==> src/rtl/div_seq_pkg.sv <==
// rtl/div_seq_pkg.sv - shared state encoding and default width for the sequential divider
package div_seq_pkg;
    localparam int DIV_WIDTH = 32;

    typedef enum logic [1:0] {
        ST_IDLE = 2'b00,
        ST_CALC = 2'b01,
        ST_DONE = 2'b10
    } state_t;
endpackage

==> src/rtl/div_seq_sub_stage.sv <==
// rtl/div_seq_sub_stage.sv - combinational W-bit subtractor a + ~b + 1 with split sign bit
module sub_stage #(
    parameter int W = 33
) (
    input  logic [W-1:0] a,
    input  logic [W-1:0] b,
    output logic [W-2:0] diff,
    output logic         sign
);
    logic [W-1:0] full;

    assign full = a + ~b + {{(W-1){1'b0}}, 1'b1};
    assign diff = full[W-2:0];
    assign sign = full[W-1];
endmodule

==> src/rtl/div_seq.sv <==
// rtl/div_seq.sv - restoring unsigned divider, one quotient bit per clock, MSB first
module div_seq
    import div_seq_pkg::*;
#(
    parameter int WIDTH = DIV_WIDTH
) (
    input  logic             clk,
    input  logic             rst_n,
    input  logic             start,
    input  logic [WIDTH-1:0] dividend,
    input  logic [WIDTH-1:0] divisor,
    output logic             busy,
    output logic             done,
    output logic [WIDTH-1:0] quotient,
    output logic [WIDTH-1:0] remainder,
    output logic             div_by_zero
);
    localparam int CW = $clog2(WIDTH + 1);
    localparam logic [CW-1:0] LAST = CW'(WIDTH - 1);

    state_t           state_q, state_d;
    logic [CW-1:0]    cnt_q, cnt_d;
    logic [WIDTH-1:0] rem_q, rem_d;
    logic [WIDTH-1:0] dvd_q, dvd_d;
    logic [WIDTH-1:0] dvs_q, dvs_d;
    logic             dbz_q, dbz_d;
    logic             busy_q, busy_d;
    logic             done_q, done_d;

    logic [WIDTH-1:0] sub_diff;
    logic             sub_sign;

    // dvd_q doubles as the working dividend and the quotient being shifted in
    sub_stage #(.W(WIDTH + 1)) u_sub (
        .a    ({rem_q, dvd_q[WIDTH-1]}),
        .b    ({1'b0, dvs_q}),
        .diff (sub_diff),
        .sign (sub_sign)
    );

    always_comb begin
        state_d = state_q;
        cnt_d   = cnt_q;
        rem_d   = rem_q;
        dvd_d   = dvd_q;
        dvs_d   = dvs_q;
        dbz_d   = dbz_q;
        busy_d  = busy_q;
        done_d  = 1'b0;
        case (state_q)
            ST_IDLE: begin
                if (start) begin
                    state_d = ST_CALC;
                    cnt_d   = '0;
                    rem_d   = '0;
                    dvd_d   = dividend;
                    dvs_d   = divisor;
                    dbz_d   = 1'b0;
                    busy_d  = 1'b1;
                end
            end
            ST_CALC: begin
                if (dvs_q == '0) begin
                    state_d = ST_DONE;
                    dvd_d   = '1;
                    rem_d   = dvd_q;
                    dbz_d   = 1'b1;
                    done_d  = 1'b1;
                end else begin
                    rem_d = sub_sign ? {rem_q[WIDTH-2:0], dvd_q[WIDTH-1]} : sub_diff;
                    dvd_d = {dvd_q[WIDTH-2:0], ~sub_sign};
                    cnt_d = cnt_q + CW'(1);
                    if (cnt_q == LAST) begin
                        state_d = ST_DONE;
                        done_d  = 1'b1;
                    end
                end
            end
            ST_DONE: begin
                state_d = ST_IDLE;
                busy_d  = 1'b0;
            end
            default: begin
                state_d = ST_IDLE;
                busy_d  = 1'b0;
            end
        endcase
    end

    always_ff @(posedge clk or negedge rst_n) begin
        if (!rst_n) begin
            state_q <= ST_IDLE;
            cnt_q   <= '0;
            rem_q   <= '0;
            dvd_q   <= '0;
            dvs_q   <= '0;
            dbz_q   <= 1'b0;
            busy_q  <= 1'b0;
            done_q  <= 1'b0;
        end else begin
            state_q <= state_d;
            cnt_q   <= cnt_d;
            rem_q   <= rem_d;
            dvd_q   <= dvd_d;
            dvs_q   <= dvs_d;
            dbz_q   <= dbz_d;
            busy_q  <= busy_d;
            done_q  <= done_d;
        end
    end

    assign busy        = busy_q;
    assign done        = done_q;
    assign quotient    = dvd_q;
    assign remainder   = rem_q;
    assign div_by_zero = dbz_q;
endmodule

==> config.mk <==
export PLATFORM = sky130hd
export DESIGN_NAME = div_seq
export DESIGN_NICKNAME = d
export VERILOG_FILES = /design/src/rtl/div_seq_pkg.sv /design/src/rtl/div_seq_sub_stage.sv /design/src/rtl/div_seq.sv
export SDC_FILE = /design/constraint.sdc
export NUM_CORES = 1
export LEC_CHECK = 0
export CAP_MARGIN = 20
export CORE_MARGIN = 4
export CORE_UTILIZATION = 30
export CTS_CLUSTER_DIAMETER = 30
export DETAILED_ROUTE_END_ITERATION = 6
export MAX_ROUTING_LAYER = met4
export SYNTH_ARGS = -nofsm -noshare
export SYNTH_HDL_FRONTEND = slang
export SYNTH_SLANG_ARGS = --single-unit
export TNS_END_PERCENT = 20
==> constraint.sdc <==
create_clock -name clk -period 6.1 [get_ports clk]
set_clock_uncertainty 0.05 [all_clocks]
set_input_delay 1.22 -clock clk [delete_from_list [all_inputs] [get_ports clk]]
set_output_delay 1.22 -clock clk [all_outputs]
set_load 0.01 [all_outputs]
* Yosys cells after proc, flatten, opt, wreduce, memory -nomap -nowiden *
Index checks and enable logic that the tools add are counted.
W data, S select, Z words.

storage, ports and cells
  bits of input ports = 67
  output and inout bits = 67
  logic and storage cells = 51
  bits in registers = 107

cells by class
  eq/ne operators = 6
  bitwise logic cells = 3
  reduce and logical (&&, ||, !) cells = 9
  $add $sub $neg = 3
  mux-type cells = 22

operators with widths
  cell                     number
  $mux W32                 5
  $pmux W32 S2             2
  $add A33 B1 Y33 const B  1
  $add A33 B33 Y33         1
  $not A32 Y33             1
  $logic_not A32 Y1        1
  $mux W6                  2
  $pmux W6 S2              1
  $reduce_and A2 Y1        4
  $add A6 B1 Y6 const B    1
  $eq A6 B5 Y1 const B     1
  $mux W1                  6
  $mux W2                  3
  $ne A2 B2 Y1 const B     3
  $reduce_and A3 Y1        2
  $pmux W1 S2              2
  $pmux W2 S2              1
  $ne A3 B3 Y1 const B     1
  $eq A2 B1 Y1 const B     1
  $logic_not A2 Y1         1
  $not A1 Y1               2
  $reduce_bool A2 Y1       1

* Longest topological paths before layout *
  word-level depth = 6
  mapped depth = 14
  mapped depth without buffers = 12

* Modules after synthesis *
From an unflattened synthesis, not the netlist that was laid out.

unflattened totals
  cells, all modules = 845
  area total of the unflattened synthesis = 7061.8 um^2

by module, submodules not included
  module     instances  cells an instance  sequential area each (um^2)  area each (um^2)
  div_seq    1          549                2677.6                       5084.9
  sub_stage  1          296                0.0                          1976.9

* Worst setup path before layout *
No wires, ideal clock.

  path kind = register -> register
  start point = reg dvd_q[31], in the netlist quotient[31]
  end point = reg rem_q[27], in the netlist remainder[27]
  data required time = 5.902 ns
  clock period less this slack = 3.289 ns
  path slack = 2.811 ns
  buffers on the path = 2
  arrival = 3.091 ns
  cell stages (with the launch flop) = 14
  library setup time = 0.148 ns
  cell sequence = dfrtp_1 -> inv_1 -> ha_1 -> fa_1 -> nand2b_1 -> a21oi_2 -> o2111ai_2 -> a2111oi_4 -> nor3_1 -> or4b_1 -> buf_6 -> buf_6 -> o31ai_1 -> a41oi_1

on the way
  cells in the longest elaborated chain, start to end = 5

RTL lines
  item                    RTL line                 RTL
  start, declared         div_seq.sv:24            logic [WIDTH-1:0] dvd_q, dvd_d;
  start signal, assigned  div_seq.sv:104           dvd_q <= dvd_d;
  $add A33 B33 Y33        div_seq_sub_stage.sv:12  assign full = a + ~b + {{(W-1){1'b0}}, 1'b1};
  $add A33 B1 Y33         div_seq_sub_stage.sv:12
  $mux W32                div_seq.sv:70            rem_d = sub_sign ? {rem_q[WIDTH-2:0], dvd_q[WIDTH-1]} : sub_diff;
  $mux W32                div_seq.sv:63            if (dvs_q == '0) begin
  $pmux W32 S2            div_seq.sv:50            case (state_q)
  end signal, assigned    div_seq.sv:103           rem_q <= rem_d;
  end, declared           div_seq.sv:23            logic [WIDTH-1:0] rem_q, rem_d;

No other way between the ends.
A chain may end at the register's enable or synchronous reset.

* Final worst setup path *
  start point = reg dvd_q[31], in the netlist quotient[31]
  end point = reg rem_q[23], in the netlist remainder[23]

Same word-level chain as after synthesis.

==> impl_metrics.ini <==
[power]
power_frac_comb_pct = 61.9
p_seq_share_pct = 26.1
internal_power_mw = 2.76
clkPwrFrac_pct = 12.0
p_switching_mw = 2.28
vdd_drop_max_mv = 0.223
p_leak_nw = 3.59
switching_share_pct = 45.2
p_per_area_nw_per_um2 = 584

[finish]
multi_input_area_um2 = 3740
final_nets = 1001
syn2layout_area_growth_pct = 27.3
antenna_cells = 0
drive_gt1_share_pct = 4.75
final_util_pct = 39.2
final_cell_mix = clkdlybuf4s50_1 (132), nand2_1 (111), dfrtp_1 (107)
layout.cells.non_filler = 1185
nFillCells = 2241
final_common_cell = clkdlybuf4s50_1
seqCellArea_um2 = 2680

[grt]
grt-ovfl-total = 0
antenna_found_initial = 0
grt_max_degree = 68
track_usage_pct = 17.7
grt_first_pass_wirelength_um = 33900
grt_pass1_vias = 6081

[critical_path]
cp_data_arrival_time_ns = 4.46
start_kind = flop
crit_required_ns = 6.29
regToRegStartpoint = quotient[31]$_DFFE_PN0P_
cp-end-kind = flop
r2r_slack_ns = 1.83
worstSetupPathType = flop to flop
ff2ff_path_depth = 13
timing.rr.end = remainder[23]$_DFFE_PN0P_
crit_fanout = 32

[drt]
drc_errors = 0
drtIter0Drc = 490
ant_nets = 0
viasPerCell = 5.27
vias = 6240
wl_per_cell_um = 17.9
routed_wl_um = 21300
first_pass_iters = 7

[outcome]
status = finished clean

[timing]
rsz0062_at_grt = no
tns_ns = 0
slew_viol_final = 0
fmax_mhz = 234
tightestPinTransition_ns = 0.833
min_period_ns = 4.27
max_slew_margin_pct = 44.4
setup_viol = 0
hold_viol_final = 0
period_share_pct = 70.0

[floorplan]
core_region_area_um2 = 22000
die-area_um2 = 25000
num_rows = 54
die_h_um = 158
ios = 134
die_w_um = 158
initial_utilization_pct = 30.8

[min_path]
hp-class = flop to flop
min_to = div_by_zero$_DFFE_PN0P_
hold-path-cell-count = 1
min_from = div_by_zero$_DFFE_PN0P_

[yosys]
syn_area_um2 = 6770
syn_inst = 795
yosysWarnings = 0
async_flop_share_pct = 100
yosysUniqueCellTypes = 64
synthFlopType = dfrtp_1
syn_area_per_cell_um2 = 8.52
synth-edff-count = 0
synth_nets = 896
synth_seq_cells = 107
ys_seq_area_share_pct = 39.5

[clock_tree]
cts_resized = 0
cts_setup_buffers = 0
insertion_delay_ns = 0.36
ctsHtreeMaxLevel = 3
hold_buffers = 0
cts_tree = built
numCtsBuffers = 9
clkTransAtPathRegs_ns = 0.07
cts_buffer_depth = 2
cts.sinks = 107
clock-root-buffer = clkbuf_16

[place]
hpwl_um = 15900
dp_cells = 1169
gp_congestion = 0.900
portBuffers = 133

[run]
maxCapViolCount = 0
[worst max-delay path: stages, from the launching register on]
cell and delay (ns):
dfrtp_1 0.41, inv_1 0.06, ha_1 0.22, fa_1 0.41, nand2b_1 0.19, a21oi_2 0.21, o2111ai_2 0.22, a2111oi_4 0.40
nor3_1 0.08, or4b_2 0.94, buf_4 0.36, or3_1 0.35, o211ai_1 0.12, a22oi_2 0.10
[synthesized netlist by cell type (3+ instances only)]
cell / n / share of area (%)
nand3_1: 5 / 0.37
nor4_1: 8 / 0.74
xnor2_1: 16 / 2.1
ha_1: 33 / 6.1
nand2_1: 111 / 6.2
dfrtp_1: 107 / 40
a21oi_1: 33 / 2.4
xor2_1: 14 / 1.8
clkbuf_1: 37 / 2.1
o21ai_0: 52 / 3.8
and2_1: 5 / 0.46
or3_1: 4 / 0.37
a211oi_1: 9 / 1.0
buf_2: 4 / 0.30
nor3b_1: 3 / 0.33
o211ai_1: 4 / 0.44
and3_1: 3 / 0.28
a41oi_1: 6 / 0.78
inv_1: 40 / 2.2
o21ai_1: 33 / 2.4
mux2i_1: 20 / 3.0
a21o_1: 15 / 1.7
o21bai_1: 6 / 0.66
nand4_1: 8 / 0.74
a22oi_1: 23 / 2.5
o31ai_1: 34 / 3.8
buf_6: 4 / 0.66
buf_1: 3 / 0.17
nor2_1: 65 / 3.6
nor2b_1: 4 / 0.37
nand2b_1: 7 / 0.65
nor3_1: 38 / 2.8
[layout make-up]
cell class / instances / area share (%)
multi-input cells: 599 / 43.4
flip-flops and latches: 107 / 31.0
repair buffers: 143 / 16.3
well taps: 280 / 4.06
clock buffers: 9 / 2.61
inverters: 40 / 1.74
clock inverters: 7 / 0.870
[kinds of logic after synthesis]
kind of cell	count (synthesis)	share of synthesized area (%)
xor gates and xnor gates	30	3.88
adders and majority gates	34	6.39
and+or+nand+nor	274	18.3
AOI/OAI and AO/OA	240	23.3
DFF	107	39.5
muxes	21	3.12
buffers and inverters	89	5.47
[power groups by stage]
stage	combinational, mW	clock, mW	sequential, mW
2_1_floorplan	2.17	0	1.29
3_3_place_gp	3.08	0	1.32
3_5_place_dp	3.10	0	1.32
4_1_cts	3.12	0.620	1.31
5_1_grt	3.45	0.649	1.36
6_report	3.12	0.605	1.31
[worst max-delay path by stage]
stage | start | to | slack [ns] | depth (start not counted)
after CTS | quotient[31]$_DFFE_PN0P_ | remainder[23]$_DFFE_PN0P_ | 1.81 | 13
after detailed placement | quotient[31]$_DFFE_PN0P_ | remainder[23]$_DFFE_PN0P_ | 1.87 | 13
after global routing | quotient[31]$_DFFE_PN0P_ | remainder[23]$_DFFE_PN0P_ | 1.61 | 13
after global placement | quotient[31]$_DFFE_PN0P_ | remainder[23]$_DFFE_PN0P_ | 1.98 | 13
final | quotient[31]$_DFFE_PN0P_ | remainder[23]$_DFFE_PN0P_ | 1.83 | 13
after floorplan | quotient[31]$_DFFE_PN0P_ | remainder[27]$_DFFE_PN0P_ | 2.81 | 13
[metrics by stage]
stage          hold slack (ns)  cell area [um2]  setup slack (ns)  total power [mW]
2_1_floorplan            0.423             6770              2.81              3.46
3_3_place_gp             0.436             8330              1.98              4.40
3_5_place_dp             0.442             8330              1.87              4.42
4_1_cts                  0.459             8630              1.81              5.06
5_1_grt                  0.493             8630              1.61              5.45
6_report                 0.449             8630              1.83              5.04
[routing by layer]
| layer | up-vias | global-route usage [%] | wire, um |
|---|---|---|---|
| met5 | - | - | 0 |
| met4 | 0 | 4.63 | 340 |
| met3 | 22 | 3.13 | 1260 |
| met2 | 176 | 24.9 | 9020 |
| met1 | 2983 | 26.3 | 10600 |
| li1 | 3059 | - | - |
[state kept, by name (all words and copies together) (netlist names)]
name,count
dvs_q,32
div_by_zero,1
cnt_q,6
state_q,2
done,1
quotient,32
remainder,32
busy,1
Note: power is estimated with default switching activity, not from simulation.
